$ cat config.mk
export PLATFORM = sky130hd
export DESIGN_NAME = roi_overlay_generator
export DESIGN_NICKNAME = d
export VERILOG_FILES = /design/src/rtl/roi_overlay_generator.sv
export SDC_FILE = /design/constraint.sdc
export NUM_CORES = 1
export LEC_CHECK = 0
export BUFFER_PORTS_ARGS = -buffer_cell sky130_fd_sc_hd__buf_4
export CAP_MARGIN = 20
export CORE_ASPECT_RATIO = 1.5
export CORE_MARGIN = 3
export CORE_UTILIZATION = 55
export DETAILED_ROUTE_END_ITERATION = 10
export PLACE_DENSITY = 0.73
export SLEW_MARGIN = 30
export SYNTH_ARGS = -nofsm -noshare
export SYNTH_HDL_FRONTEND = slang
export SYNTH_SLANG_ARGS = --single-unit
$ cat constraint.sdc
create_clock -name i_clk -period 7.75 [get_ports i_clk]
set_clock_uncertainty 0.2 [all_clocks]
set_input_delay 1.55 -clock i_clk [delete_from_list [all_inputs] [get_ports i_clk]]
set_output_delay 1.55 -clock i_clk [all_outputs]
set_load 0.1 [all_outputs]
$ cat src/rtl/roi_overlay_generator.sv
// Streaming ROI box overlay (filled/outline/blend) with config applied only at frame start; fixed 2-cycle latency, no backpressure.
// Optional centre crosshair inversion is compiled in when ROI_OVERLAY_CROSSHAIR_EN is defined.
module roi_overlay_generator #(
  parameter int          H_ACTIVE  = 800,
  parameter int          V_ACTIVE  = 600,
  parameter int          HALF_SIZE = 64,
  parameter int          BORDER_W  = 4,
  parameter logic [31:0] BOX_COLOR = 32'h000003ff
) (
  input  logic        i_clk,
  input  logic        i_rst_n,
  input  logic        i_valid,
  input  logic        i_sof,
  input  logic [31:0] i_data,
  input  logic        i_cfg_valid,
  input  logic [1:0]  i_mode,
  input  logic [19:0] i_ul_addr,
  input  logic [19:0] i_ur_addr,
  input  logic [19:0] i_dl_addr,
  input  logic [19:0] i_dr_addr,
  output logic        o_valid,
  output logic        o_sof,
  output logic [31:0] o_data,
  output logic        o_cfg_pending
);
  localparam logic [11:0] HS    = 12'(HALF_SIZE);
  localparam logic [11:0] BW    = 12'(BORDER_W);
  localparam logic [11:0] HMAX  = 12'(H_ACTIVE - 1);
  localparam logic [11:0] VMAX  = 12'(V_ACTIVE - 1);
  localparam logic [9:0]  HLAST = 10'(H_ACTIVE - 1);
  localparam logic [9:0]  VLAST = 10'(V_ACTIVE - 1);

  logic [9:0]  row_cnt, col_cnt, cur_row, cur_col;
  logic        act_load;
  logic [11:0] row_sum, col_sum, cen_r, cen_c, hi_r, hi_c;
  logic [11:0] top_n, bot_n, lft_n, rgt_n;
  logic [1:0]  sh_mode, act_mode, eff_mode;
  logic [11:0] sh_top, sh_bot, sh_lft, sh_rgt;
  logic [11:0] act_top, act_bot, act_lft, act_rgt;
  logic [11:0] eff_top, eff_bot, eff_lft, eff_rgt, r12, c12;
  logic        in_box, on_edge;
  logic        s1_vld, s1_sof, s1_in, s1_edge;
  logic [1:0]  s1_mode;
  logic [31:0] s1_pix, blend, result;

  // i_sof overrides the counters so every frame resynchronises on its first beat
  assign cur_row  = i_sof ? 10'd0 : row_cnt;
  assign cur_col  = i_sof ? 10'd0 : col_cnt;
  assign act_load = i_valid && (cur_row == 10'd0) && (cur_col == 10'd0) && o_cfg_pending;

  always_ff @(posedge i_clk or negedge i_rst_n) begin
    if (!i_rst_n) begin
      row_cnt <= '0;
      col_cnt <= '0;
    end else if (i_valid) begin
      if (cur_col == HLAST) begin
        col_cnt <= '0;
        row_cnt <= (cur_row == VLAST) ? 10'd0 : cur_row + 10'd1;
      end else begin
        col_cnt <= cur_col + 10'd1;
        row_cnt <= cur_row;
      end
    end
  end

  // Centre and clamped bounds are derived once, at shadow capture time
  always_comb begin
    row_sum = {2'b0, i_ul_addr[19:10]} + {2'b0, i_ur_addr[19:10]}
            + {2'b0, i_dl_addr[19:10]} + {2'b0, i_dr_addr[19:10]};
    col_sum = {2'b0, i_ul_addr[9:0]} + {2'b0, i_ur_addr[9:0]}
            + {2'b0, i_dl_addr[9:0]} + {2'b0, i_dr_addr[9:0]};
    cen_r   = row_sum >> 2;
    cen_c   = col_sum >> 2;
    hi_r    = cen_r + HS - 12'd1;
    hi_c    = cen_c + HS - 12'd1;
    top_n   = (cen_r >= HS) ? cen_r - HS : 12'd0;
    lft_n   = (cen_c >= HS) ? cen_c - HS : 12'd0;
    bot_n   = (hi_r > VMAX) ? VMAX : hi_r;
    rgt_n   = (hi_c > HMAX) ? HMAX : hi_c;
  end

`ifdef ROI_OVERLAY_CROSSHAIR_EN
  logic [9:0] sh_cr, sh_cc, act_cr, act_cc, eff_cr, eff_cc;
  logic       cross, s1_cross;
  assign eff_cr = act_load ? sh_cr : act_cr;
  assign eff_cc = act_load ? sh_cc : act_cc;
  assign cross  = (eff_mode != 2'b00) && in_box && (cur_row == eff_cr || cur_col == eff_cc);

  always_ff @(posedge i_clk or negedge i_rst_n) begin
    if (!i_rst_n) begin
      sh_cr    <= '0;
      sh_cc    <= '0;
      act_cr   <= '0;
      act_cc   <= '0;
      s1_cross <= 1'b0;
    end else begin
      if (i_cfg_valid) begin
        sh_cr <= cen_r[9:0];
        sh_cc <= cen_c[9:0];
      end
      if (act_load) begin
        act_cr <= sh_cr;
        act_cc <= sh_cc;
      end
      if (i_valid) s1_cross <= cross;
    end
  end
`endif

  // Nonblocking update lets a coincident capture and apply use the old shadow
  always_ff @(posedge i_clk or negedge i_rst_n) begin
    if (!i_rst_n) begin
      sh_mode <= 2'b00; sh_top <= '0; sh_bot <= '0; sh_lft <= '0; sh_rgt <= '0;
      act_mode <= 2'b00; act_top <= '0; act_bot <= '0; act_lft <= '0; act_rgt <= '0;
      o_cfg_pending <= 1'b0;
    end else begin
      if (i_cfg_valid) begin
        sh_mode <= i_mode; sh_top <= top_n; sh_bot <= bot_n; sh_lft <= lft_n; sh_rgt <= rgt_n;
      end
      if (act_load) begin
        act_mode <= sh_mode; act_top <= sh_top; act_bot <= sh_bot; act_lft <= sh_lft; act_rgt <= sh_rgt;
      end
      if (i_cfg_valid)   o_cfg_pending <= 1'b1;
      else if (act_load) o_cfg_pending <= 1'b0;
    end
  end

  assign eff_mode = act_load ? sh_mode : act_mode;
  assign eff_top  = act_load ? sh_top  : act_top;
  assign eff_bot  = act_load ? sh_bot  : act_bot;
  assign eff_lft  = act_load ? sh_lft  : act_lft;
  assign eff_rgt  = act_load ? sh_rgt  : act_rgt;
  assign r12      = {2'b0, cur_row};
  assign c12      = {2'b0, cur_col};
  assign in_box   = (r12 >= eff_top) && (r12 <= eff_bot) && (c12 >= eff_lft) && (c12 <= eff_rgt);
  // Far-side tests add BW on the left so a thin box never underflows
  assign on_edge  = in_box && ((r12 < eff_top + BW) || (r12 + BW > eff_bot) ||
                               (c12 < eff_lft + BW) || (c12 + BW > eff_rgt));

  always_ff @(posedge i_clk or negedge i_rst_n) begin
    if (!i_rst_n) begin
      s1_vld <= 1'b0; s1_sof <= 1'b0; s1_pix <= '0; s1_in <= 1'b0; s1_edge <= 1'b0; s1_mode <= 2'b00;
    end else begin
      s1_vld <= i_valid;
      s1_sof <= i_valid & i_sof;
      if (i_valid) begin
        s1_pix <= i_data; s1_in <= in_box; s1_edge <= on_edge; s1_mode <= eff_mode;
      end
    end
  end

  always_comb begin
    blend  = {2'b00, (s1_pix[29:20] >> 1) + (BOX_COLOR[29:20] >> 1),
                     (s1_pix[19:10] >> 1) + (BOX_COLOR[19:10] >> 1),
                     (s1_pix[9:0]   >> 1) + (BOX_COLOR[9:0]   >> 1)};
    result = s1_pix;
    if (s1_in) begin
      case (s1_mode)
        2'b01:   result = BOX_COLOR;
        2'b10:   result = s1_edge ? BOX_COLOR : s1_pix;
        2'b11:   result = blend;
        default: result = s1_pix;
      endcase
    end
`ifdef ROI_OVERLAY_CROSSHAIR_EN
    if (s1_cross) result = {2'b00, ~s1_pix[29:0]};
`endif
  end

  always_ff @(posedge i_clk or negedge i_rst_n) begin
    if (!i_rst_n) begin
      o_valid <= 1'b0; o_sof <= 1'b0; o_data <= '0;
    end else begin
      o_valid <= s1_vld;
      o_sof   <= s1_sof;
      if (s1_vld) o_data <= result;
    end
  end
endmodule
==> results.json <==
{
  "cpPeakStageDelay_ps": 600,
  "p_sw_mw": 1.871,
  "synth_seq_cells": 189,
  "tightest_slew_ps": 890.9,
  "worst-path-stages": 19,
  "die_area_sq_um": 25870,
  "clock_sinks": 189,
  "rsz0062_at_grt": "false",
  "cts_root_buf": "clkbuf_16",
  "r2r_cells": 18,
  "min_path_cells": 0,
  "power_mw": 4.411,
  "fin_ws_ps": 1729,
  "clk_pin_slew_ps": 70,
  "cap_violations": 0,
  "worst_slew_margin_rel_pct": 40.60,
  "path_max_fanout": 31,
  "cts_buffer_depth": 2,
  "pre_cts_ws_ps": 1349,
  "power_leakage_nw": 7.685,
  "syn-instance-count": 1394,
  "critical_path.startpoint_type": "primary input",
  "die_h_microns": 195.5,
  "post-synth-top-area-cell": "dfrtp_1",
  "post-synth-top-area-fraction_pct": 35.92,
  "antenna_cells": 0,
  "ys_seq_area_share_pct": 35.92,
  "via_per_inst": 5.577,
  "grt_pass1_wl_microns": 50030,
  "gp_congestion": 0.9242,
  "start_util_pct": 56.48,
  "seqPwrFrac_pct": 32.4,
  "cp_num_buf_inv": 3,
  "yosysWarningCount": 0,
  "final_antenna_net_count": 0,
  "synthTopCellsByArea": "dfrtp_1 (36%), ha_1 (11%), fa_1 (6.1%)",
  "setup_viol": 0,
  "hold_buffers": 0,
  "ys_types": 73,
  "crit_chain": "buf_4, nor2b_1, inv_1, ha_1, nand4_1, or3_1, or2_2, buf_4, mux2i_1, ha_1, a21o_1, a21oi_1, and3b_1, a211oi_1, o21ai_0, a21oi_1, o22ai_1, or4_1, a32oi_1",
  "dp.cells": 1822,
  "p_per_area_nw_per_um2": 290.8,
  "clockPowerShare_pct": 19.2,
  "ir_drop_uv": 154.5,
  "ys_async_sr_fraction_pct": 100.0,
  "worstSkewPairLatency_ps": 430,
  "hold_viol_final": 0,
  "hp-class": "register to register",
  "grt_pass1_vias": 10550,
  "fin_crit_sh_pct": 77.69,
  "grt_max_degree": 119,
  "antenna_found_initial": 0,
  "p_sw_share_pct": 42.41,
  "maxClockFrequency_mhz": 166.1,
  "pwr-share-comb_pct": 48.3,
  "drtIter0Drc": 503,
  "cp.required_ps": 7900,
  "outcome": "finished, final reports clean",
  "io_buffer_count": 153,
  "slew_violations": 0,
  "finalSetupTns_ps": 0,
  "endpoint_kind": "register",
  "cts_resized": 0,
  "core_sq_um": 23310,
  "synth_flop_cell": "dfrtp_1",
  "cts_setup_buffers": 0,
  "slowest_stage": "or2_2",
  "cts_tree": "yes",
  "route.detailed.drc": 0,
  "cellInternalPower_mw": 2.541,
  "fin_crit_ps": 6021,
  "cts-buffers-inserted": 17,
  "final_util_pct": 65.07,
  "worstPathArrival_ps": 6170,
  "die_w_microns": 132.3,
  "netlist_area_sq_um": 13170,
  "std_cell_rows": 68,
  "syn_to_final_growth_pct": 15.20,
  "stdcell_count": 1854,
  "ios": 154,
  "wl_per_cell_microns": 15.93,
  "dp.final_hpwl_microns": 22740,
  "final_layout_size_suffix_gt1_share_pct": 16.11,
  "dr_total_vias": 10340,
  "grt-ovfl-total": 0,
  "synth_edf_count": 0,
  "crit_family": "simple AND/OR/NAND/NOR gates",
  "syn_nets": 1667,
  "synth_area_per_cell_sq_um": 9.445,
  "grtUsageTotal_pct": 23.38,
  "routed_wirelength_microns": 29540,
  "drt_pre_antenna_iters": 5,
  "num-nets-final": 1799,
  "path_class": "primary input to register",
  "htree_num_levels": 4
}
state kept, by name, indices dropped and copies added (netlist names), 10 cells and up:
register and cells:
row_cnt 10, act_lft 12, col_cnt 10, sh_top 11, act_rgt 12, act_bot 12, s1_pix 32, o_data 32
sh_lft 11, sh_bot 11, sh_rgt 11, act_top 12
kinds of logic (layout without fill, tap and decap cells):
group | Yosys count | count (layout) | share of synthesized area, %
compound gates | 284 | 284 | 15.20
flops | 189 | 189 | 35.92
xor+xnor | 61 | 61 | 4.058
fa+ha+maj | 154 | 154 | 16.92
buf+inv | 256 | 401 | 7.384
mux | 84 | 84 | 6.719
simple gates | 366 | 366 | 13.80
placed cells by master (no fill, tap or decap), drive strengths merged, types with 9 or more instances in the layout:
master and count:
inv 213, dfrtp 189, buf 162, ha 114, nand2 86, nor2 82
a21oi 80, nand3 55, mux2i 49, o21ai 44, xnor2 41, fa 40
mux2 35, o2bb2ai 32, nor3 24, nand2b 20, xor2 20, a22oi 20
clkbuf 19, nand4 18, nor2b 18, a21o 18, and3 13, a211oi 10
nor4 9, and2 9, a31oi 9
cell type report:
cell class	count	area [sq um]
clock inverters	13	128.9
flip-flops and latches	189	4733
fillers	1995	8144
inverters	207	777.0
well taps	315	394.1
clock buffers	19	442.9
repair buffers	162	1227
multi-input cells	949	7465
layer usage:
metal / up-vias / GRT usage (%) / wire length, microns
met2: 243 / 41.85 / 15170
li1: 5076 / - / -
met4: 0 / 9.245 / 920
met5: - / 0 / 0
met3: 48 / 3.093 / 974
met1: 4972 / 28.46 / 12470
cells in the mapped netlist, types with 9 or more instances:
| cell | count |
|---|---|
| dfrtp_1 | 189 |
| fa_1 | 40 |
| nand4_1 | 18 |
| mux2_2 | 35 |
| o2bb2ai_1 | 32 |
| and3_1 | 13 |
| nand2_1 | 86 |
| a21o_1 | 18 |
| ha_1 | 114 |
| nor2_1 | 82 |
| xnor2_1 | 41 |
| nor2b_1 | 18 |
| a22oi_1 | 20 |
| nor3_1 | 24 |
| mux2i_1 | 49 |
| a21oi_1 | 79 |
| nor4_1 | 9 |
| clkbuf_1 | 33 |
| xor2_1 | 20 |
| nand2b_1 | 20 |
| nand3_1 | 55 |
| o21ai_0 | 43 |
| inv_1 | 205 |
| and2_1 | 9 |
| buf_2 | 9 |
through the flow:
stage,cell area [sq um],hold WS [ps]
2_1_floorplan,13170,131.2
3_3_place_gp,14590,136.1
3_5_place_dp,14590,137.9
4_1_cts,15160,154.2
5_1_grt,15170,167.0
6_report,15170,151.0
path summary, 6_finish.rpt:
kind / from / end / slack (ps)
setup / recovery: i_sof / s1_edge$_DFFE_PN0P_ / 1730
hold / removal: s1_sof$_DFF_PN0_ / o_sof$_DFF_PN0_ / 150
setup reg to reg: col_cnt[3]$_DFFE_PN0P_ / s1_edge$_DFFE_PN0P_ / 2680
hold reg to reg: s1_sof$_DFF_PN0_ / o_sof$_DFF_PN0_ / 150
max in group asynchronous: i_rst_n / s1_vld$_DFF_PN0_ / 5240
min in group asynchronous: i_rst_n / o_data[1]$_DFFE_PN0P_ / 940
worst register-to-register path: cells and delay by family, from the launching register on:
| family | cells | cell delay [ps] |
|---|---|---|
| buffers and inverters | 2 | 540 |
| AND/OR/NAND/NOR | 6 | 1990 |
| flip-flops | 1 | 370 |
| AO/OA/AOI/OAI | 7 | 1010 |
| multiplexers | 1 | 340 |
| adder cells (fa/ha/maj) | 2 | 520 |
power by group through the flow:
| stage | Sequential [mW] | Combinational [mW] | Clock, mW |
|---|---|---|---|
| after global routing | 1.46 | 2.40 | 0.904 |
| final | 1.43 | 2.13 | 0.848 |
| after CTS | 1.43 | 2.15 | 0.875 |
| after floorplan | 1.55 | 1.48 | 0 |
| after global placement | 1.43 | 2.09 | 0 |
| after detailed placement | 1.44 | 2.13 | 0 |
(Power assumes the default switching activity.)
